--- src/rtl/main_memory_responder.sv ---
// ============================================================================
// main_memory_responder : single-outstanding backing-store responder with a
// fixed access latency. Optional macro MEM_STATS_EN adds read/write counters.
// Revision 1.0 - initial release
// ============================================================================
`default_nettype none

module main_memory_responder #(
  parameter int ADDR_W  = 8,
  parameter int DATA_W  = 8,
  parameter int DEPTH   = 32,
  parameter int LATENCY = 3
) (
  input  logic              i_clk,
  input  logic              i_rst_n,
  input  logic              i_req_valid,
  output logic              o_req_ready,
  input  logic              i_req_write,
  input  logic [ADDR_W-1:0] i_req_addr,
  input  logic [DATA_W-1:0] i_req_wdata,
  output logic              o_resp_valid,
  input  logic              i_resp_ready,
  output logic [DATA_W-1:0] o_resp_rdata,
  output logic              o_resp_err,
  output logic              o_busy
`ifdef MEM_STATS_EN
  ,
  output logic [15:0]       o_rd_count,
  output logic [15:0]       o_wr_count
`endif
);

  localparam int              c_AW        = (DEPTH > 1) ? $clog2(DEPTH) : 1;
  localparam logic [ADDR_W:0] c_DEPTH_X   = (ADDR_W+1)'(DEPTH);
  localparam logic [3:0]      c_CNT_INIT  = 4'(LATENCY - 1);

  typedef enum logic [1:0] {
    S_IDLE = 2'd0,
    S_WAIT = 2'd1,
    S_RESP = 2'd2
  } state_t;

  state_t              r_state;
  state_t              w_next;
  logic [3:0]          r_cnt;
  logic                r_write;
  logic [ADDR_W-1:0]   r_addr;
  logic [DATA_W-1:0]   r_wdata;
  logic [DATA_W-1:0]   r_rdata;
  logic                r_err;
  logic [DATA_W-1:0]   r_mem [DEPTH];

  logic                w_accept;
  logic                w_access;
  logic                w_done;
  logic                w_in_range;
  logic [c_AW-1:0]     w_idx;

  assign w_accept   = (r_state == S_IDLE) && i_req_valid;
  assign w_access   = (r_state == S_WAIT) && (r_cnt == 4'd0);
  assign w_done     = (r_state == S_RESP) && i_resp_ready;
  // Full-width compare so out-of-range addresses are never aliased onto the array.
  assign w_in_range = ({1'b0, r_addr} < c_DEPTH_X);
  assign w_idx      = r_addr[c_AW-1:0];

  assign o_req_ready  = (r_state == S_IDLE);
  assign o_resp_valid = (r_state == S_RESP);
  assign o_busy       = (r_state != S_IDLE);
  assign o_resp_rdata = r_rdata;
  assign o_resp_err   = r_err;

  always_ff @(posedge i_clk or negedge i_rst_n) begin
    if (!i_rst_n) begin
      r_state <= S_IDLE;
    end else begin
      r_state <= w_next;
    end
  end

  always_comb begin
    w_next = r_state;
    case (r_state)
      S_IDLE:  if (w_accept) w_next = S_WAIT;
      S_WAIT:  if (w_access) w_next = S_RESP;
      S_RESP:  if (w_done)   w_next = S_IDLE;
      default: w_next = S_IDLE;
    endcase
  end

  always_ff @(posedge i_clk or negedge i_rst_n) begin
    if (!i_rst_n) begin
      r_cnt   <= '0;
      r_write <= 1'b0;
      r_addr  <= '0;
      r_wdata <= '0;
      r_rdata <= '0;
      r_err   <= 1'b0;
    end else begin
      if (w_accept) begin
        r_write <= i_req_write;
        r_addr  <= i_req_addr;
        r_wdata <= i_req_wdata;
        r_cnt   <= c_CNT_INIT;
      end else if ((r_state == S_WAIT) && (r_cnt != 4'd0)) begin
        r_cnt <= r_cnt - 4'd1;
      end
      if (w_access) begin
        r_err <= ~w_in_range;
        if (!w_in_range) begin
          r_rdata <= '0;
        end else if (r_write) begin
          r_rdata <= r_wdata;
        end else begin
          r_rdata <= r_mem[w_idx];
        end
      end
    end
  end

  // Reset clears the whole image so an aborted writeback leaves no trace.
  always_ff @(posedge i_clk or negedge i_rst_n) begin
    if (!i_rst_n) begin
      for (int i = 0; i < DEPTH; i++) begin
        r_mem[i] <= '0;
      end
    end else if (w_access && r_write && w_in_range) begin
      r_mem[w_idx] <= r_wdata;
    end
  end

`ifdef MEM_STATS_EN
  logic [15:0] r_rd_count;
  logic [15:0] r_wr_count;

  always_ff @(posedge i_clk or negedge i_rst_n) begin
    if (!i_rst_n) begin
      r_rd_count <= '0;
      r_wr_count <= '0;
    end else if (w_done) begin
      if (r_write) begin
        if (r_wr_count != 16'hFFFF) r_wr_count <= r_wr_count + 16'd1;
      end else begin
        if (r_rd_count != 16'hFFFF) r_rd_count <= r_rd_count + 16'd1;
      end
    end
  end

  assign o_rd_count = r_rd_count;
  assign o_wr_count = r_wr_count;
`endif

endmodule

`default_nettype wire

--- config.mk ---
export PLATFORM = sky130hd
export DESIGN_NAME = main_memory_responder
export DESIGN_NICKNAME = d
export VERILOG_FILES = /design/src/rtl/main_memory_responder.sv
export SDC_FILE = /design/constraint.sdc
export NUM_CORES = 1
export LEC_CHECK = 0
export BUFFER_PORTS_ARGS = -buffer_cell sky130_fd_sc_hd__buf_2
export CAP_MARGIN = 20
export CORE_MARGIN = 1.5
export CORE_UTILIZATION = 55
export DETAILED_ROUTE_END_ITERATION = 10
export GPL_TIMING_DRIVEN = 0
export PLACE_DENSITY = 0.81
export SLEW_MARGIN = 30
export SYNTH_ARGS = -nofsm -noshare
export SYNTH_HDL_FRONTEND = slang
export SYNTH_SLANG_ARGS = --single-unit
--- constraint.sdc ---
create_clock -name i_clk -period 3.09 [get_ports i_clk]
set_input_delay 0 -clock i_clk [delete_from_list [all_inputs] [get_ports i_clk]]
set_output_delay 0 -clock i_clk [all_outputs]
set_load 0.01 [all_outputs]
# Word-level counts from Yosys, hierarchy flattened
# Index checks and enable logic that the tools add are counted.
# word_totals
regBits	288
input_bits	21
output_inout_bits	12
elab_cells	77
# classes
order_cmp	3
eq_ne	5
add_sub_neg	1
bitwise_logic	2
reduce_logical	13
mux	14
# ops
operator	n
256-bit bitwise mux	1
8-bit binary-select mux with 5-bit select	1
8-bit demux with 5-bit select	1
8-bit 2-to-1 mux	5
8-bit by 6-bit < comparator with 1-bit output (second input constant)	1
4-bit 2-to-1 mux	2
1-bit logical AND	7
6-bit >= comparator (second input constant)	1
6-bit by 1-bit < comparator with 1-bit output (second input constant)	1
2-bit 2-to-1 mux	3
5-bit inverter with 6-bit output	1
2-bit case mux with 3 select lines	1
4-bit logical NOT	1
2-bit by 1-bit inequality test with 1-bit output (second input constant)	2
2-bit nonzero test	2
4-bit nonzero test	1
4-bit by 1-bit subtractor with 4-bit output (second input constant)	1
3-bit AND reduction	1
2-bit by 1-bit == test with 1-bit output (second input constant)	1
2-bit == test (second input constant)	1
2-bit logical NOT	1
2-bit inequality test (second input constant)	1
1-bit inverter	1

# Longest topological paths before layout
# logic_depth
ltp_word	6
depth_mapped	9
mapped_depth_nobuf	7

# Worst setup path after synthesis
# No wires, ideal clock.
# synth_path
path_type	reg-to-reg
from	register r_cnt[0]
to	register r_mem[72] in the netlist's numbering
synth_period_minus_slack_ps	2265
t_arrival_ps	2140
n_path_buf	1
path_stages_with_launch	9
slack_ps	825
required_time_ps	2965
setup_time_ps	125
path_cell_list	dfrtp_1 > inv_1 > ha_1 > nor3b_4 > nand3_2 > or3_1 > buf_6 > nor3_4 > mux2_2
# synth_via
elab_chain_len	4
# synth_rtl
element	line	source
from (decl)	45	logic [3:0] r_cnt;
from (signal assigned)	103	r_cnt <= c_CNT_INIT;
from (signal assigned)	105	r_cnt <= r_cnt - 4'd1;
4-bit logical NOT	60	assign w_access = (r_state == S_WAIT) && (r_cnt == 4'd0);
1-bit logical AND	60	
1-bit logical AND (2 in series)	126	end else if (w_access && r_write && w_in_range) begin
to (signal, indexed assignment)	127	r_mem[w_idx] <= r_wdata;
to (decl)	51	logic [DATA_W-1:0] r_mem [DEPTH];
# Every way passes these cells.
# A chain may end at the register's enable or synchronous reset.

# Final worst setup path
# layout_path
from	register r_addr[0]
to	register r_rdata[5] (netlist: o_resp_rdata[5])
# layout_via
elab_chain_len	6
word_cells_on_any_way	7
cone_classes	order compare: 1; mux: 5; bitwise: 1
# layout_rtl
element	line	source
from (decl)	47	logic [ADDR_W-1:0] r_addr;
from (signal assigned)	101	r_addr <= i_req_addr;
5-bit inverter with 6-bit output (not written as such)	114	r_rdata <= r_mem[w_idx];
8-bit binary-select mux with 5-bit select	114	
8-bit 2-to-1 mux (not written as such) (2 in series)	114	
8-bit 2-to-1 mux	111	end else if (r_write) begin
8-bit 2-to-1 mux (*)	109	if (!w_in_range) begin
to (signal assigned)	112	r_rdata <= r_wdata;
to (signal assigned)	114	
to (decl)	49	logic [DATA_W-1:0] r_rdata;
# Every way passes the cells marked *; elsewhere a longest branch is shown, timed or not. The select of a mux whose other input is x is not followed.

==> results.txt <==
----------------------------------------------------
[Finish]
  Share of layout cells above drive strength 1 ... 39.60%
  Post-synthesis to final-layout area growth ... 15.52%
  Filler instances ... 1686
  Final net count ... 1091
  Antenna diode instance count ... 0

[STA]
  Slew at the pin closest to its max-slew limit ... 0.9135 ns
  Final critical-path required period ... 2.989 ns
  Final clock skew ... 0.01219 ns
  Final-report setup violation count ... 0
  Final worst-path cycle share ... 96.73%
  Max-slew headroom at the worst pin ... 38.77%
  Peak Freq ... 334.6 MHz
  Final Max Slew Viols ... 0
  Worst Hold Margin ... 0.04749 ns
  Final Hold Vio Count ... 0

[Worst setup path]
  Most common cell on crit path ... sky130_fd_sc_hd__buf_4
  Data arrival time of the critical path ... 3.43 ns
  Crit path buf inv count ... 4
  Highest net fanout along the worst path ... 10
  Req. time, crit path ... 3.53 ns
  Crit start category ... flop
  Delay of the slowest cell on the worst path ... 0.39 ns
  Path type of the worst setup path ... reg2reg
  Dominant delay contributor by cell family on the critical path ... buffers and inverters
  Crit path capture type ... flop
  Slowest cell on crit path ... sky130_fd_sc_hd__buf_2
  Cell-by-cell trace of the critical path ... clkbuf_1, buf_4, buf_4, buf_2, mux2i_1, o22ai_1, nor4_4, nand3_1, a32o_1
  Setup slack of the worst register-to-register path ... 0.10 ns

[Synthesis]
  Cell variety after synth ... 53
  Fraction of registers with async set/reset ... 100.0%
  Top_reg_cell synth ... sky130_fd_sc_hd__dfrtp_1
  Number of flops mapped to enable cells by yosys ... 0
  Cell with the most instances after synthesis ... sky130_fd_sc_hd__dfrtp_1
  Post-Synthesis Net Count ... 994
  Number of storage elements in the synthesis netlist ... 288
  Top post-synthesis cells by area ... sky130_fd_sc_hd__dfrtp_1, sky130_fd_sc_hd__mux2_2, sky130_fd_sc_hd__mux2i_1
  Cell Area, Synth ... 13260 sq um
  Most common library cells after synthesis ... sky130_fd_sc_hd__dfrtp_1, sky130_fd_sc_hd__mux2_2, sky130_fd_sc_hd__mux2i_1
  Synth Area per Inst ... 13.65 sq um
  Number of instances in the synthesized netlist ... 971
  Proportion of synthesized chip area in sequential cells ... 54.36%
  Fraction of post-synthesis cell area in the top cell type by area ... 54.36%
  Library cell with the largest summed area after synthesis ... sky130_fd_sc_hd__dfrtp_1
  Yosys synthesis warning count ... 0

[Pwr]
  Leak pwr ... 0.007304 uW
  Clock power share ... 32.5%
  Sequential share of power ... 38.3%
  Total Power Consumption ... 11630 uW
  Internal power consumption ... 7550 uW
  Worst VDD drop ... 0.6632 mV
  Switching power ... 4076 uW
  Power Density ... 759.1 nW/um^2
  Relative contribution of combinational cells to total power ... 29.3%
  Net switching share of the total power ... 35.06%

[Global route]
  Via count of the first global-routing pass ... 9235
  Total global routing overflow ... 0
  Initial antenna violation count ... 0
  Overall fraction of global-route tracks in use ... 29.46%
  Pin count of the biggest net entering global routing ... 87
  First-pass GRT wire length ... 54380 microns

[Clock tree]
  Clock latency reported for the late side of the worst-skew pair ... 0.56 ns
  H-Tree Depth ... 1
  CTS clk-pin slew, worst paths ... 0.06 ns
  CTS sink count ... 288
  Master cell of the clock root buffer ... sky130_fd_sc_hd__clkbuf_16
  CTS tree ... done
  Bufs on Longest Clock Path ... 3
  Buffers inserted by post-CTS timing repair ... 0
  Num CTS Buffers ... 31

[Detailed routing]
  WL per Instance ... 24.92 microns
  Via count normalized by instance count ... 6.211
  WL met2 ... 16760 microns
  Detail Route met3 WL ... 2401 microns
  Detailed Routing Iterations Pass 1 ... 7
  Starting DRT DRC Count ... 648
  Post-route DRC ... 0
  Uppermost routed layer ... met4
  Routed length on met1 ... 14300 microns
  Total wirelength of the detailed-routed design ... 35140 microns
  Via count of the routed design ... 8758
  Remaining antenna violation count ... 0

[Placed design]
  Dpl hpwl ... 23410 microns
  Routability cong. ... 0.9146
  I/O Buffers ... 32

[Floorplanning]
  Chip Height ... 158.3 microns
  Core area ... 23540 sq um
  Die boundary width ... 158.3 microns
  Total Die Area ... 25040 sq um
  Initial Util ... 56.31%
  Total number of placement rows ... 56
  # IOs ... 33

[Min path]
  Worst hold path type ... in2async

[Run status]
  Run status ... complete, no violations

[Job]
  Max-cap violations ... 0

----------------------------------------------------
==> cell usage in the layout, fill, tap and decap left out, types with 5 or more instances in the layout <==
master                          count
sky130_fd_sc_hd__a22oi_1            8
sky130_fd_sc_hd__a32o_1             5
sky130_fd_sc_hd__buf_2             49
sky130_fd_sc_hd__clkbuf_1          45
sky130_fd_sc_hd__clkbuf_16         31
sky130_fd_sc_hd__clkbuf_8           5
sky130_fd_sc_hd__clkinv_2           8
sky130_fd_sc_hd__dfrtp_1          288
sky130_fd_sc_hd__dlygate4sd3_1     28
sky130_fd_sc_hd__inv_1              5
sky130_fd_sc_hd__mux2_2           256
sky130_fd_sc_hd__mux2i_1           84
sky130_fd_sc_hd__mux4_2            22
sky130_fd_sc_hd__nand2_1           65
sky130_fd_sc_hd__nand2b_1          10
sky130_fd_sc_hd__nand3_1            8
sky130_fd_sc_hd__nor2_1            25
sky130_fd_sc_hd__nor2_2            18
sky130_fd_sc_hd__nor3_1             5
sky130_fd_sc_hd__nor4_1             5
sky130_fd_sc_hd__o22ai_1           33
==> worst min-delay path, delay by kind of cell <==
family	cells	cell delay, ns
buf+inv	3	0.96
==> cell families (layout without fill, tap and decap cells) <==
group                    Yosys count  in the layout  synth area share (%)
AO/OA/AOI/OAI                     66             66                 3.473
XOR/XNOR                           3              3                0.1982
adder cells (fa/ha/maj)            2              2                0.1887
buffers and inverters             71            191                 2.378
flip-flops                       288            288                 54.36
multiplexers                     362            362                 31.82
AND/OR/NAND/NOR                  179            179                 7.578
==> sequential cells by signal, indices dropped and copies added (netlist names) <==
register and cells:
r_mem 256, r_state 2, o_resp_rdata 8, r_wdata 8, r_addr 8, r_write 1, o_resp_err 1, r_cnt 4
==> metal layers <==
layer | GRT usage, % | vias up
li1 | - | 3728
met1 | 39.61 | 4531
met2 | 47.54 | 381
met3 | 4.709 | 118
met4 | 13.17 | 0
met5 | 0 | -
==> worst paths after layout <==
path,startpoint,to,cells past startpoint
worst max-delay path,r_addr[0],o_resp_rdata[5],9
worst max register to register,r_addr[0],o_resp_rdata[5],9
worst min register to register,r_mem[225],r_mem[225],1
min in group i_clk,i_req_valid,r_cnt[3],4
max in group asynchronous,i_rst_n,r_mem[39],4
worst min-delay path,i_rst_n,r_mem[189],3
==> cell type report <==
| cell class | count | area [sq um] | area share (%) |
|---|---|---|---|
| Buffer | 66 | 301.5 | 1.969 |
| Multi-Input combinational cell | 612 | 5791 | 37.81 |
| Timing Repair Buffer | 64 | 560.5 | 3.660 |
| Tap cell | 319 | 399.1 | 2.606 |
| Inverter | 5 | 18.77 | 0.1225 |
| Clock buffer | 43 | 870.8 | 5.686 |
| Clock inverter | 13 | 167.7 | 1.095 |
| Sequential cell | 288 | 7207 | 47.06 |
==> power groups by stage <==
stage / clock (uW) / sequential (uW) / combinational (uW)
floorplan: 0 / 4360 / 2050
global placement: 0 / 4470 / 3100
detailed placement: 0 / 4490 / 3170
CTS: 3790 / 4430 / 3310
global route: 3960 / 4480 / 3600
finish: 3780 / 4450 / 3400
==> timing repair <==
| action | CTS | global route |
|---|---|---|
| hold buffers | 29 | 0 |
| endpoints found under the hold margin | 234 | 0 |
| gates resized for setup | 2 | 8 |
| setup endpoints to repair | 2 | 5 |
| gates cloned | 0 | 0 |
==> through the flow <==
stage	TNS, ns	setup WS [ns]	utilization, %	area (sq um)	cells
after global routing	-0.05062	-0.03188	65.06	15320	1410
final	0	0.1009	65.06	15320	1410
after global placement	-911.90	-3.199	58.69	13820	1322
after CTS	0	0.02076	64.85	15270	1410
after floorplan	0	0.8249	-	13260	971
after detailed placement	-0.01121	-0.01121	59.08	13910	1325
(Power assumes the default switching activity.)
